## src/rtl/axi4_sram_pkg.sv

```systemverilog
// Shared types and constants for the axi4_sram AXI4-to-SRAM bridge.
package axi4_sram_pkg;

  typedef enum logic [1:0] {IDLE, WDATA, WRESP, READ} state_e;

  localparam logic [1:0] RESP_OKAY   = 2'b00;
  localparam logic [1:0] RESP_SLVERR = 2'b10;

  localparam logic [1:0] BURST_FIXED = 2'b00;
  localparam logic [1:0] BURST_INCR  = 2'b01;
  localparam logic [1:0] BURST_WRAP  = 2'b10;

  localparam logic [2:0] SIZE_WORD   = 3'd2;

  // Any non-32-bit beat or non-INCR burst type is unsupported by this bridge.
  function automatic logic bad_attr(input logic [2:0] size, input logic [1:0] burst);
    return (size != SIZE_WORD) || (burst inside {BURST_FIXED, BURST_WRAP}) ||
           (burst != BURST_INCR);
  endfunction

endpackage

```

## src/rtl/axi4_sram_if.sv

```systemverilog
// AXI4 bus bundle (32-bit data) with master/slave modports.
interface axi4_sram_if #(parameter int IWIDTH = 5);

  logic [IWIDTH-1:0] awid;
  logic [31:0]       awaddr;
  logic [7:0]        awlen;
  logic [2:0]        awsize;
  logic [1:0]        awburst;
  logic              awvalid, awready;

  logic [31:0]       wdata;
  logic [3:0]        wstrb;
  logic              wlast, wvalid, wready;

  logic [IWIDTH-1:0] bid;
  logic [1:0]        bresp;
  logic              bvalid, bready;

  logic [IWIDTH-1:0] arid;
  logic [31:0]       araddr;
  logic [7:0]        arlen;
  logic [2:0]        arsize;
  logic [1:0]        arburst;
  logic              arvalid, arready;

  logic [IWIDTH-1:0] rid;
  logic [31:0]       rdata;
  logic [1:0]        rresp;
  logic              rlast, rvalid, rready;

  modport master (
    output awid, awaddr, awlen, awsize, awburst, awvalid, input awready,
    output wdata, wstrb, wlast, wvalid, input wready,
    input  bid, bresp, bvalid, output bready,
    output arid, araddr, arlen, arsize, arburst, arvalid, input arready,
    input  rid, rdata, rresp, rlast, rvalid, output rready
  );

  modport slave (
    input  awid, awaddr, awlen, awsize, awburst, awvalid, output awready,
    input  wdata, wstrb, wlast, wvalid, output wready,
    output bid, bresp, bvalid, input bready,
    input  arid, araddr, arlen, arsize, arburst, arvalid, output arready,
    output rid, rdata, rresp, rlast, rvalid, input rready
  );

endinterface

```

## src/rtl/axi4_sram_rbuf.sv

```systemverilog
// Two-entry {data,last} skid FIFO holding SRAM read data for the R channel.
module axi4_sram_rbuf (
  input  logic        clk,
  input  logic        rst_n,
  input  logic        push,
  input  logic [31:0] push_data,
  input  logic        push_last,
  input  logic        pop,
  output logic [31:0] head_data,
  output logic        head_last,
  output logic [1:0]  count,
  output logic        empty,
  output logic        full
);

  logic [31:0] data0, data1;
  logic        last0, last1;

  always_ff @(posedge clk) begin
    if (!rst_n) count <= 2'd0;
    else        count <= count + 2'(push) - 2'(pop);
  end

  // NOTE: payload slots carry no reset; count alone decides whether they hold anything.
  always_ff @(posedge clk) begin
    case ({push, pop})
      2'b10: begin
        if (count == 2'd0) begin data0 <= push_data; last0 <= push_last; end
        else               begin data1 <= push_data; last1 <= push_last; end
      end
      2'b01: begin data0 <= data1; last0 <= last1; end
      2'b11: begin
        if (count == 2'd1) begin
          data0 <= push_data; last0 <= push_last;
        end else begin
          data0 <= data1;     last0 <= last1;
          data1 <= push_data; last1 <= push_last;
        end
      end
      default: ;
    endcase
  end

  assign head_data = data0;
  assign head_last = last0;
  assign empty     = (count == 2'd0);
  assign full      = (count == 2'd2);

endmodule

```

## src/rtl/axi4_sram.sv

```systemverilog
// AXI4 slave front-end serialising INCR bursts onto an external 4096x32 SRAM.
// Define AXI4_SRAM_CHECK_EN to flag non-32-bit / non-INCR bursts with SLVERR.
module axi4_sram
  import axi4_sram_pkg::*;
#(
  parameter int AWIDTH = 12,
  parameter int IWIDTH = 5
) (
  input  logic              clk,
  input  logic              rst_n,
  axi4_sram_if.slave        s,
  output logic              o_we,
  output logic [AWIDTH-1:0] o_waddr,
  output logic [31:0]       o_wdata,
  output logic [AWIDTH-1:0] o_raddr,
  input  logic [31:0]       i_rdata
);

  state_e            state, state_nx;
  logic [AWIDTH-1:0] addr;
  logic [8:0]        beats_left;
  logic [IWIDTH-1:0] id_q;
  logic              err_q, pend, pend_last;
  logic              aw_hs, ar_hs, w_hs, b_hs, r_pop, issue;
  logic              attr_err_aw, attr_err_ar;
  logic [1:0]        rb_count, occ;
  logic              rb_empty, rb_full, rb_head_last;
  logic [31:0]       rb_head_data;

`ifdef AXI4_SRAM_CHECK_EN
  assign attr_err_aw = bad_attr(s.awsize, s.awburst);
  assign attr_err_ar = bad_attr(s.arsize, s.arburst);
`else
  assign attr_err_aw = 1'b0;
  assign attr_err_ar = 1'b0;
`endif

  // NOTE: sequential state uses <= so every register samples pre-edge values.
  always_ff @(posedge clk) begin
    if (!rst_n) state <= IDLE;
    else        state <= state_nx;
  end

  always_comb begin
    state_nx = state;
    case (state)
      IDLE:    if (aw_hs) state_nx = WDATA; else if (ar_hs) state_nx = READ;
      WDATA:   if (w_hs && beats_left == 9'd1) state_nx = WRESP;
      WRESP:   if (b_hs) state_nx = IDLE;
      READ:    if (r_pop && rb_head_last) state_nx = IDLE;
      default: state_nx = IDLE;
    endcase
  end

  // NOTE: defaults first so no path through the case leaves an output unassigned (no latch).
  always_comb begin
    s.awready = 1'b0;
    s.arready = 1'b0;
    s.wready  = 1'b0;
    s.bvalid  = 1'b0;
    case (state)
      IDLE: begin
        s.awready = rst_n;
        s.arready = rst_n & ~s.awvalid;   // write wins a same-cycle tie
      end
      WDATA:   s.wready = rst_n;
      WRESP:   s.bvalid = rst_n;
      default: ;
    endcase
  end

  assign aw_hs = s.awvalid & s.awready;
  assign ar_hs = s.arvalid & s.arready;
  assign w_hs  = s.wvalid & s.wready;
  assign b_hs  = s.bvalid & s.bready;
  assign r_pop = s.rvalid & s.rready;

  // Count in-flight SRAM reads against buffer room so the skid buffer never overflows.
  assign occ   = rb_count + 2'(pend);
  assign issue = (state == READ) && (beats_left != 9'd0) && ((occ != 2'd2) || r_pop);

  always_ff @(posedge clk) begin
    if (!rst_n) begin
      addr       <= '0;
      beats_left <= '0;
      id_q       <= '0;
      err_q      <= 1'b0;
      pend       <= 1'b0;
      pend_last  <= 1'b0;
    end else begin
      pend      <= issue;
      pend_last <= issue && (beats_left == 9'd1);
      if (aw_hs) begin
        addr       <= s.awaddr[AWIDTH+1:2];
        beats_left <= {1'b0, s.awlen} + 9'd1;
        id_q       <= s.awid;
        err_q      <= attr_err_aw;
      end else if (ar_hs) begin
        addr       <= s.araddr[AWIDTH+1:2];
        beats_left <= {1'b0, s.arlen} + 9'd1;
        id_q       <= s.arid;
        err_q      <= attr_err_ar;
      end else if (w_hs || issue) begin
        addr       <= addr + 1'b1;
        beats_left <= beats_left - 9'd1;
      end
    end
  end

  axi4_sram_rbuf u_rbuf (
    .clk       (clk),
    .rst_n     (rst_n),
    .push      (pend),
    .push_data (err_q ? 32'd0 : i_rdata),
    .push_last (pend_last),
    .pop       (r_pop),
    .head_data (rb_head_data),
    .head_last (rb_head_last),
    .count     (rb_count),
    .empty     (rb_empty),
    .full      (rb_full)
  );

  assign s.rvalid = ~rb_empty;
  assign s.rdata  = rb_head_data;
  assign s.rlast  = rb_head_last & ~rb_empty;
  assign s.rid    = id_q;
  assign s.rresp  = err_q ? RESP_SLVERR : RESP_OKAY;
  assign s.bid    = id_q;
  assign s.bresp  = err_q ? RESP_SLVERR : RESP_OKAY;

  assign o_we    = w_hs & ~err_q;
  assign o_waddr = addr;
  assign o_wdata = s.wdata;
  assign o_raddr = addr;

  logic unused_ok;
  assign unused_ok = ^{s.awaddr, s.araddr, s.wstrb, s.wlast, s.awsize, s.awburst,
                       s.arsize, s.arburst, rb_full};

endmodule

```

## src/flat_wrapper.sv

```systemverilog
// flat-port wrapper written by rule: the top's interface ports become plain ports
module axi4_sram_flat import axi4_sram_pkg::*;
#(
  parameter int AWIDTH = 12,
  parameter int IWIDTH = 5
)
  (clk, rst_n, o_we, o_waddr, o_wdata, o_raddr, i_rdata, s_awid, s_awaddr, s_awlen, s_awsize, s_awburst, s_awvalid, s_awready, s_wdata, s_wstrb, s_wlast, s_wvalid, s_wready, s_bid, s_bresp, s_bvalid, s_bready, s_arid, s_araddr, s_arlen, s_arsize, s_arburst, s_arvalid, s_arready, s_rid, s_rdata, s_rresp, s_rlast, s_rvalid, s_rready);
  axi4_sram_if #(.IWIDTH(IWIDTH)) s_i ();
  input  logic clk;
  input  logic rst_n;
  output logic o_we;
  output logic [AWIDTH-1:0] o_waddr;
  output logic [31:0] o_wdata;
  output logic [AWIDTH-1:0] o_raddr;
  input  logic [31:0] i_rdata;
  input wire logic [$bits(s_i.awid)-1:0] s_awid;
  input wire logic [$bits(s_i.awaddr)-1:0] s_awaddr;
  input wire logic [$bits(s_i.awlen)-1:0] s_awlen;
  input wire logic [$bits(s_i.awsize)-1:0] s_awsize;
  input wire logic [$bits(s_i.awburst)-1:0] s_awburst;
  input wire logic [$bits(s_i.awvalid)-1:0] s_awvalid;
  output wire logic [$bits(s_i.awready)-1:0] s_awready;
  input wire logic [$bits(s_i.wdata)-1:0] s_wdata;
  input wire logic [$bits(s_i.wstrb)-1:0] s_wstrb;
  input wire logic [$bits(s_i.wlast)-1:0] s_wlast;
  input wire logic [$bits(s_i.wvalid)-1:0] s_wvalid;
  output wire logic [$bits(s_i.wready)-1:0] s_wready;
  output wire logic [$bits(s_i.bid)-1:0] s_bid;
  output wire logic [$bits(s_i.bresp)-1:0] s_bresp;
  output wire logic [$bits(s_i.bvalid)-1:0] s_bvalid;
  input wire logic [$bits(s_i.bready)-1:0] s_bready;
  input wire logic [$bits(s_i.arid)-1:0] s_arid;
  input wire logic [$bits(s_i.araddr)-1:0] s_araddr;
  input wire logic [$bits(s_i.arlen)-1:0] s_arlen;
  input wire logic [$bits(s_i.arsize)-1:0] s_arsize;
  input wire logic [$bits(s_i.arburst)-1:0] s_arburst;
  input wire logic [$bits(s_i.arvalid)-1:0] s_arvalid;
  output wire logic [$bits(s_i.arready)-1:0] s_arready;
  output wire logic [$bits(s_i.rid)-1:0] s_rid;
  output wire logic [$bits(s_i.rdata)-1:0] s_rdata;
  output wire logic [$bits(s_i.rresp)-1:0] s_rresp;
  output wire logic [$bits(s_i.rlast)-1:0] s_rlast;
  output wire logic [$bits(s_i.rvalid)-1:0] s_rvalid;
  input wire logic [$bits(s_i.rready)-1:0] s_rready;
  assign s_i.awid = s_awid;
  assign s_i.awaddr = s_awaddr;
  assign s_i.awlen = s_awlen;
  assign s_i.awsize = s_awsize;
  assign s_i.awburst = s_awburst;
  assign s_i.awvalid = s_awvalid;
  assign s_awready = s_i.awready;
  assign s_i.wdata = s_wdata;
  assign s_i.wstrb = s_wstrb;
  assign s_i.wlast = s_wlast;
  assign s_i.wvalid = s_wvalid;
  assign s_wready = s_i.wready;
  assign s_bid = s_i.bid;
  assign s_bresp = s_i.bresp;
  assign s_bvalid = s_i.bvalid;
  assign s_i.bready = s_bready;
  assign s_i.arid = s_arid;
  assign s_i.araddr = s_araddr;
  assign s_i.arlen = s_arlen;
  assign s_i.arsize = s_arsize;
  assign s_i.arburst = s_arburst;
  assign s_i.arvalid = s_arvalid;
  assign s_arready = s_i.arready;
  assign s_rid = s_i.rid;
  assign s_rdata = s_i.rdata;
  assign s_rresp = s_i.rresp;
  assign s_rlast = s_i.rlast;
  assign s_rvalid = s_i.rvalid;
  assign s_i.rready = s_rready;
  axi4_sram #(.AWIDTH(AWIDTH), .IWIDTH(IWIDTH)) u_core (.clk(clk), .rst_n(rst_n), .s(s_i), .o_we(o_we), .o_waddr(o_waddr), .o_wdata(o_wdata), .o_raddr(o_raddr), .i_rdata(i_rdata));
endmodule
```

## config.mk

```make
export PLATFORM = sky130hd
export DESIGN_NAME = axi4_sram_flat
export DESIGN_NICKNAME = d
export VERILOG_FILES = /design/src/rtl/axi4_sram_pkg.sv /design/src/rtl/axi4_sram_if.sv /design/src/rtl/axi4_sram_rbuf.sv /design/src/rtl/axi4_sram.sv /design/src/flat_wrapper.sv
export SDC_FILE = /design/constraint.sdc
export NUM_CORES = 1
export LEC_CHECK = 0
export ABC_CLOCK_PERIOD_IN_PS = 2900
export BUFFER_PORTS_ARGS = -buffer_cell sky130_fd_sc_hd__buf_2
export CAP_MARGIN = 0
export CORE_ASPECT_RATIO = 0.6
export CORE_MARGIN = 1
export CORE_UTILIZATION = 35
export CTS_CLUSTER_DIAMETER = 30
export CTS_CLUSTER_SIZE = 16
export DETAILED_ROUTE_END_ITERATION = 10
export PLACE_DENSITY = 0.67
export SLEW_MARGIN = 15
export SYNTH_ARGS = -nofsm -noshare
export SYNTH_HDL_FRONTEND = slang
export SYNTH_HIERARCHICAL = 1
export SYNTH_SLANG_ARGS = --single-unit
```

## constraint.sdc

```tcl
create_clock -name clk -period 2.9 [get_ports clk]
set_input_delay 0.58 -clock clk [delete_from_list [all_inputs] [get_ports clk]]
set_output_delay 0.58 -clock clk [all_outputs]
set_load 0.02 [all_outputs]
```

==> results.toml, run 1 <==
[run_status]
status = "complete, no violations"

[routing]
vias = 4744
routed_wl_mm = 14.9
drt.antenna.violating_nets = 0
drt-initial-drc-count = 342
wl_per_cell_um = 16.5
drc = 0
drt-pass1-iter-count = 4
vias_per_cell = 5.28

[final_layout]
drive_gt1_frac = 0.357
area_delta_synth_final_pct = 15.1
n_antenna_cell = 0
final_common_cell = "buf_2"
nets = 850
stdcell_count = 898
nFillCells = 1628
mostFrequentLayoutCells = "161 x buf_2, 66 x edfxtp_1, 53 x nand2_1, 34 x nand4b_1, 33 x nand2b_1"
final_util = 0.414

[setup_path]
r2r_cells = 6
critical_path_class = "flop to output pin"
critPathRequiredTime_ps = 2320
crit_fanout = 15
reg2reg_from = "u_core/beats_left[2]$_SDFFE_PN0P_"
crit_chain = "or3b_1 -> clkinv_4 -> buf_2"
cp_slowest_stage_delay_ps = 580
arrival_ps = 1690
ff2ff_setup_slack_ps = 710
crit_path_end_kind = "output pin"
critPathSlowestCell = "or3b_1"
critPathLaunchType = "flop"
reg2reg_to = "u_core/beats_left[6]$_SDFFE_PN0P_"

[logic_synthesis]
syn_area_per_cell_um2 = 10.3
synth_area_um2 = 5860
synth.yosys.warnings = 6
synth_cells = 568

[die]
dieHeight_um = 102
core-area_um2 = 16300
die_x_um = 169
dieArea_um2 = 17300
io_pins = 285
rows = 36
start_util = 0.360

[clock_network]
cts_made_buffers = 9
post-cts-setup-buffer-count = 0
holdBufCountCts = 0
htree_levels = 3
clk_pin_slew_ps = 80
tritoncts = "yes"
cts_resized = 0
clk_latency_ps = 340
clkSinkCount = 98
ctsLongestPathBuffers = 2
root_buffer = "clkbuf_16"

[worst_hold_path]
hold_end = "u_core/u_rbuf/data1[17]$_DFFE_PP_"
holdCritPathClass = "input port to flop"
worstHoldStart = "i_rdata[17]"
whs_path_depth = 1

[sta]
fin_ws_ps = 630
period_share = 0.783
finClkSkew_ps = 10.5
setup_viol = 0
grt_setup_unrepaired = "false"
min_period_ps = 2270
hold_viol_final = 0
worst-slew-pin-transition_ps = 532
max_freq_ghz = 0.441
relSlewSlack = 0.642
tns_ps = 0
slew_viol_final = 0

[placement]
port_buffers = 161
dp_hpwl_mm = 10.5
place_inst = 882
gp_congestion = 0.861
place_ws_ps = 534

[power_and_ir_drop]
power.density_nw_per_um2 = 770
p_leak_nw = 2.64
vdd_drop_max_mv = 0.355

[grt]
overflow = 0
grt_max_degree = 42
first_global_vias = 4249
antenna_found_initial = 0
grt_pass1_wl_mm = 22.9
groute.usage.overall = 0.170

[run]
cap_violations = 0
-- power by group --
group          internal [mW]  switching (mW)  leakage [nW]
combinational          0.787            1.28          1.64
clock                  0.600           0.581         0.138
sequential              1.82           0.125         0.862
-- metrics by stage --
stage / power (mW) / hold slack (ps) / cell area, um^2
finish: 5.20 / 438 / 6750
global route: 5.51 / 423 / 6750
CTS: 5.25 / 424 / 6750
detailed placement: 4.06 / 465 / 6460
global placement: 4.03 / 447 / 6460
floorplan: 3.56 / 431 / 5870
-- final cells by class --
cell class	instances	area, um^2	area share
Multi-Input combinational cell	366	2570	0.381
Tap cell	228	285	0.0423
Sequential cell	98	2620	0.389
Inverter	15	61.3	0.00909
Timing Repair Buffer	175	923	0.137
Clock buffer	9	225	0.0334
Clock inverter	7	60.1	0.00890
-- worst max-delay path: cells and delay by family (launching register included) --
| kind | cells | cell delay [ps] |
|---|---|---|
| buffers and inverters | 2 | 400 |
| DFF | 1 | 380 |
| and+or+nand+nor | 1 | 580 |
-- sequential cells by signal, summed over array words and instances (netlist names) --
signal,flops
u_core/u_rbuf/data1,32
u_core/u_rbuf/head_data,32
u_core/o_raddr,12
u_core/beats_left,9
u_core/s.bid,5
u_core/state,2
u_core/u_rbuf/count,2
u_core/pend,1
u_core/pend_last,1
u_core/u_rbuf/head_last,1
u_core/u_rbuf/last1,1
-- how the worst max path moves through the flow --
stage / slack (ps) / end / cells past startpoint / start
3_5_place_dp: 530 / u_core/o_raddr[9]$_SDFFE_PN0P_ / 7 / rst_n
5_1_grt: 520 / s_awready / 3 / u_core/state[0]$_SDFFE_PN0P_
6_report: 630 / s_awready / 3 / u_core/state[1]$_SDFFE_PN0P_
4_1_cts: 620 / s_awready / 3 / u_core/state[0]$_SDFFE_PN0P_
2_1_floorplan: 460 / u_core/u_rbuf/data1[0]$_DFFE_PP_ / 4 / s_rready
3_3_place_gp: 550 / u_core/o_raddr[9]$_SDFFE_PN0P_ / 7 / rst_n
-- per-layer routing --
layer  vias up  track usage  wire, um
met1      2265        0.252      7210
met4         0       0.0513       266
met3        30       0.0383      1040
met5         -            0         0
met2       189        0.244      6350
li1       2260            -         -
Power figures use the tool's default switching activity.
==> inputs of run 2 (changes only) <==
--- a/config.mk
+++ b/config.mk
@@ -5,7 +5,8 @@
 export SDC_FILE = /design/constraint.sdc
 export NUM_CORES = 1
 export LEC_CHECK = 0
-export ABC_CLOCK_PERIOD_IN_PS = 2900
+export ABC_AREA = 1
+export ABC_CLOCK_PERIOD_IN_PS = 2000
 export BUFFER_PORTS_ARGS = -buffer_cell sky130_fd_sc_hd__buf_2
 export CAP_MARGIN = 0
 export CORE_ASPECT_RATIO = 0.6
@@ -14,7 +15,7 @@
 export CTS_CLUSTER_DIAMETER = 30
 export CTS_CLUSTER_SIZE = 16
 export DETAILED_ROUTE_END_ITERATION = 10
-export PLACE_DENSITY = 0.67
+export PLACE_DENSITY = 0.71
 export SLEW_MARGIN = 15
 export SYNTH_ARGS = -nofsm -noshare
 export SYNTH_HDL_FRONTEND = slang
==> constraint.sdc (replaced) <==
create_clock -name clk -period 2 [get_ports clk]
set_input_delay 0.4 -clock clk [delete_from_list [all_inputs] [get_ports clk]]
set_output_delay 0.4 -clock clk [all_outputs]
set_load 0.02 [all_outputs]
==> run 2 against run 1 <==
Clock skew down 1.9 ps. Clock-buffer cell count increased by 1. Global-route usage down 0.60 points. Sequential cell count stayed put. Utilization is 2.4 points higher. Routed wire length down 11%. Sequential share of layout area grew 1.5 points. Die area decreased by 6.6%. First-iteration DRC count is 9.1% lower. Via count is 2.3% lower. Cell count up 11%. Critical path type is now flop to flop.
==> results.toml, run 2 <==
[final_layout]
fin_area_um2 = 6500
final_util = 0.438
mostFrequentLayoutCells = "192 x nand2_1, 161 x buf_2, 73 x nand3_1, 67 x nor2_1, 66 x edfxtp_1"
area_delta_synth_final_pct = 18.9
n_antenna_cell = 0
multiInputGateArea_um2 = 2080
drive_gt1_frac = 0.269
nets = 982
final_common_cell = "nand2_1"
regArea_um2 = 2620
nFillCells = 1500

[die]
dieHeight_um = 98.8
rows = 34
dieArea_um2 = 16100
start_util = 0.368
io_pins = 285
die_x_um = 163
core-area_um2 = 14800

[setup_path]
crit_fanout = 18
critPathLaunchType = "flop"
crit_path_end_kind = "flop"
critical_path_class = "flop to flop"
endpoint = "u_core/beats_left[8]$_SDFFE_PN0P_"
ff2ff_setup_slack_ps = 160
reg2reg_to = "u_core/beats_left[8]$_SDFFE_PN0P_"
critPathLaunch = "u_core/u_rbuf/count[0]$_SDFF_PN0_"
reg2reg_from = "u_core/u_rbuf/count[0]$_SDFF_PN0_"
arrival_ps = 2060
r2r_cells = 12
critPathRequiredTime_ps = 2220

[clock_network]
tritoncts = "yes"
post-cts-setup-buffer-count = 0
clk_latency_ps = 330
clk_pin_slew_ps = 70
clkSinkCount = 98
holdBufCountCts = 0
root_buffer = "clkbuf_16"
ctsLongestPathBuffers = 2
htree_levels = 3
cts_made_buffers = 9

[logic_synthesis]
synth_area_um2 = 5470
synth_cells = 681
syn_area_per_cell_um2 = 8.03
synth.yosys.warnings = 6

[routing]
drt-pass1-iter-count = 5
routed_wl_mm = 13.2
wl_per_cell_um = 13.2
drc = 0
drt-initial-drc-count = 311
vias = 4633
vias_per_cell = 4.63
drt.antenna.violating_nets = 0

[grt]
groute.usage.overall = 0.164
first_global_vias = 4121
grt_pass1_wl_mm = 20.8
grt_max_degree = 34
overflow = 0
antenna_found_initial = 0

[sta]
max_freq_ghz = 0.543
hold_ws_ps = 255
hold_viol_final = 0
grt_setup_unrepaired = "false"
setup_viol = 0
min_period_ps = 1840
period_share = 0.921
finClkSkew_ps = 8.55
tns_ps = 0
slew_viol_final = 0

[power_and_ir_drop]
p_leak_nw = 3.16
vdd_drop_max_mv = 0.522
power.density_nw_per_um2 = 1160
power_mw = 7.54

[placement]
dp_hpwl_mm = 9.80
port_buffers = 161
gp_congestion = 0.884
place_area_um2 = 6170

[worst_hold_path]
holdCritPathClass = "input port to flop"

[run_status]
status = "complete, no violations"

[run]
cap_violations = 0
## run 2: layout make-up
cell class | count | area share
multi-input combinational | 439 | 0.319
inverter | 70 | 0.0404
clock inverter | 6 | 0.0152
timing repair buffer | 179 | 0.149
clock buffer | 10 | 0.0352
tap | 198 | 0.0381
sequential | 98 | 0.403
## run 2: timing repair
action                                 CTS  global route
resized for setup                        0             1
setup endpoints to repair                0             1
endpoints found under the hold margin    0             0
## run 2: per-layer routing
layer | vias to the layer above | track usage | routed length [um]
met2 | 162 | 0.238 | 5510
met4 | 0 | 0.0374 | 63
li1 | 2381 | - | -
met5 | - | 0 | 0
met1 | 2086 | 0.244 | 6630
met3 | 4 | 0.0379 | 962
## run 2: stage by stage
stage	setup slack (ps)	instances
after floorplan	8.26	684
after global placement	184	984
after detailed placement	140	984
after CTS	130	1000
after global routing	10.2	1000
final	157	1000
## run 2: power by group
part | switching, mW | leakage [nW] | internal, mW | total, mW
clock | 0.769 | 0.157 | 1.12 | 1.89
combinational | 1.86 | 2.14 | 0.937 | 2.80
sequential | 0.224 | 0.863 | 2.63 | 2.86
total | 2.86 | 3.16 | 4.69 | 7.54
## run 2: worst min-delay path by stage
stage | start | to | slack (ps) | cells past startpoint
finish | i_rdata[27] | u_core/u_rbuf/data1[27]$_DFFE_PP_ | 250 | 1
global route | i_rdata[18] | u_core/u_rbuf/data1[18]$_DFFE_PP_ | 230 | 1
floorplan | u_core/pend_last$_SDFF_PN0_ | u_core/u_rbuf/last1$_DFFE_PP_ | 410 | 0
CTS | i_rdata[27] | u_core/u_rbuf/data1[27]$_DFFE_PP_ | 240 | 1
detailed placement | u_core/pend_last$_SDFF_PN0_ | u_core/u_rbuf/last1$_DFFE_PP_ | 440 | 0
global placement | u_core/pend_last$_SDFF_PN0_ | u_core/u_rbuf/last1$_DFFE_PP_ | 430 | 0
## run 2: worst max-delay path, cell delays in order (launching register included)
cell and delay, ps:
dfxtp_1 390, inv_1 80, nand2_1 150, inv_1 100, inv_2 60, nand2_1 80
nand3_1 100, nand3_1 140, nand3_2 100, buf_4 220, nand2_1 70, nor2_1 190
nor2_1 60
==> inputs of run 3 (changes only) <==
==> constraint.sdc (replaced) <==
create_clock -name clk -period 2 [get_ports clk]
set_input_delay 0.4 -clock clk [delete_from_list [all_inputs] [get_ports clk]]
set_output_delay 0.4 -clock clk [all_outputs]
set_load 0.1 [all_outputs]
==> run 3 against run 2 <==
Clock skew increased by 1.9 ps. Worst hold slack worse by 4.7 ps. Die area did not move. Sequential share of layout area fell by 0.82 points. Cell area increased by 2.5%. Power rose by 26%. Combinational power increased by 79%. Clock-buffer cell count is 1 lower. Largest cell class unchanged. Highest routed layer unchanged.
==> results.toml, run 3 (synthesis results as in run 2) <==
[run_status]
status = "complete, no violations"

[placement]
place_inst = 986
place_ws_ps = 158
port_buffers = 161
gp_congestion = 0.856
dp_hpwl_mm = 9.97
place_area_um2 = 6380

[final_layout]
final_common_cell = "nand2_1"
regArea_um2 = 2630
multiInputGateArea_um2 = 2130
fin_area_um2 = 6660
n_antenna_cell = 0
nets = 984
area_delta_synth_final_pct = 21.8
final_util = 0.449
nFillCells = 1476
drive_gt1_frac = 0.297
stdcell_count = 1002
mostFrequentLayoutCells = "189 x nand2_1, 156 x buf_2, 70 x nand3_1, 66 x nor2_1, 66 x edfxtp_1"

[setup_path]
arrival_ps = 1440
ff2ff_setup_slack_ps = 220
crit_path_end_kind = "output pin"
worst-path-stages = 5
critPathRequiredTime_ps = 1600
crit_fanout = 5
reg2reg_from = "u_core/u_rbuf/count[0]$_SDFF_PN0_"
critPathLaunchType = "flop"
critPathSlowestCell = "dfxtp_1"
crit_chain = "buf_4 -> nor3_4 -> nand2_2 -> clkinvlp_4 -> buf_12"
reg2reg_to = "u_core/u_rbuf/head_data[29]$_DFFE_PP_"
critical_path_class = "flop to output pin"
critPathLaunch = "u_core/state[1]$_SDFFE_PN0P_"
cp_slowest_stage_delay_ps = 340
r2r_cells = 10
crit_family = "buffers and inverters"
endpoint = "o_we"
crit_buf_inv = 3

[grt]
grt_pass1_wl_mm = 21.3
first_global_vias = 4313
antenna_found_initial = 0
groute.usage.overall = 0.167
grt_max_degree = 35
overflow = 0

[sta]
period_share = 0.920
min_period_ps = 1840
relSlewSlack = 0.662
hold_viol_final = 0
max_freq_ghz = 0.543
finClkSkew_ps = 10.5
tns_ps = 0
slew_viol_final = 0
setup_viol = 0
grt_setup_unrepaired = "false"
fin_ws_ps = 159
worst-slew-pin-transition_ps = 511

[routing]
drt-pass1-iter-count = 5
drc = 0
wl_per_cell_um = 13.1
drt-initial-drc-count = 297
vias_per_cell = 4.65
vias = 4663
routed_wl_mm = 13.1
drt.antenna.violating_nets = 0

[power_and_ir_drop]
power.density_nw_per_um2 = 1430
p_leak_nw = 3.16
vdd_drop_max_mv = 0.636

[clock_network]
cts_resized = 0
root_buffer = "clkbuf_16"
cts_made_buffers = 9
clk_latency_ps = 340
tritoncts = "yes"
htree_levels = 3
holdBufCountCts = 0
clk_pin_slew_ps = 80
clkSinkCount = 98
post-cts-setup-buffer-count = 0
ctsLongestPathBuffers = 2

[die]
io_pins = 285
die_x_um = 163
dieArea_um2 = 16100
dieHeight_um = 98.8
core-area_um2 = 14800
rows = 34
start_util = 0.368

[run]
cap_violations = 0

[worst_hold_path]
whs_path_depth = 1
holdCritPathClass = "input port to flop"
[run 3: stage by stage]
stage	power, mW	hold slack (ps)
2_1_floorplan	7.43	409
3_3_place_gp	7.88	436
3_5_place_dp	7.94	437
4_1_cts	9.63	237
5_1_grt	10.1	230
6_report	9.54	250
[run 3: area by class of cell]
type,count,area share
timing repair buffer,181,0.162
sequential,98,0.395
multi-input combinational,439,0.320
clock buffer,9,0.0338
tap,198,0.0372
inverter,70,0.0428
clock inverter,7,0.00920
[run 3: how the worst min path moves through the flow]
stage	start	endpoint	slack, ps
4_1_cts	i_rdata[30]	u_core/u_rbuf/data1[30]$_DFFE_PP_	240
5_1_grt	i_rdata[6]	u_core/u_rbuf/data1[6]$_DFFE_PP_	230
2_1_floorplan	u_core/pend_last$_SDFF_PN0_	u_core/u_rbuf/last1$_DFFE_PP_	410
6_report	i_rdata[24]	u_core/u_rbuf/data1[24]$_DFFE_PP_	250
3_3_place_gp	u_core/pend_last$_SDFF_PN0_	u_core/u_rbuf/last1$_DFFE_PP_	440
3_5_place_dp	u_core/pend_last$_SDFF_PN0_	u_core/u_rbuf/last1$_DFFE_PP_	440
[run 3: power by group]
part           internal [mW]  switching (mW)  total, mW  leakage [nW]
combinational           1.04            3.96       5.00          2.16
clock                  0.869           0.794       1.66         0.141
sequential              2.65           0.234       2.88         0.866
[run 3: per-layer routing]
layer / GRT usage / vias up / share of wire
met2: 0.248 / 162 / 0.42
met5: 0 / - / 0
met1: 0.244 / 2108 / 0.51
met4: 0.0381 / 0 / 0.0067
met3: 0.0391 / 6 / 0.062
li1: - / 2387 / -
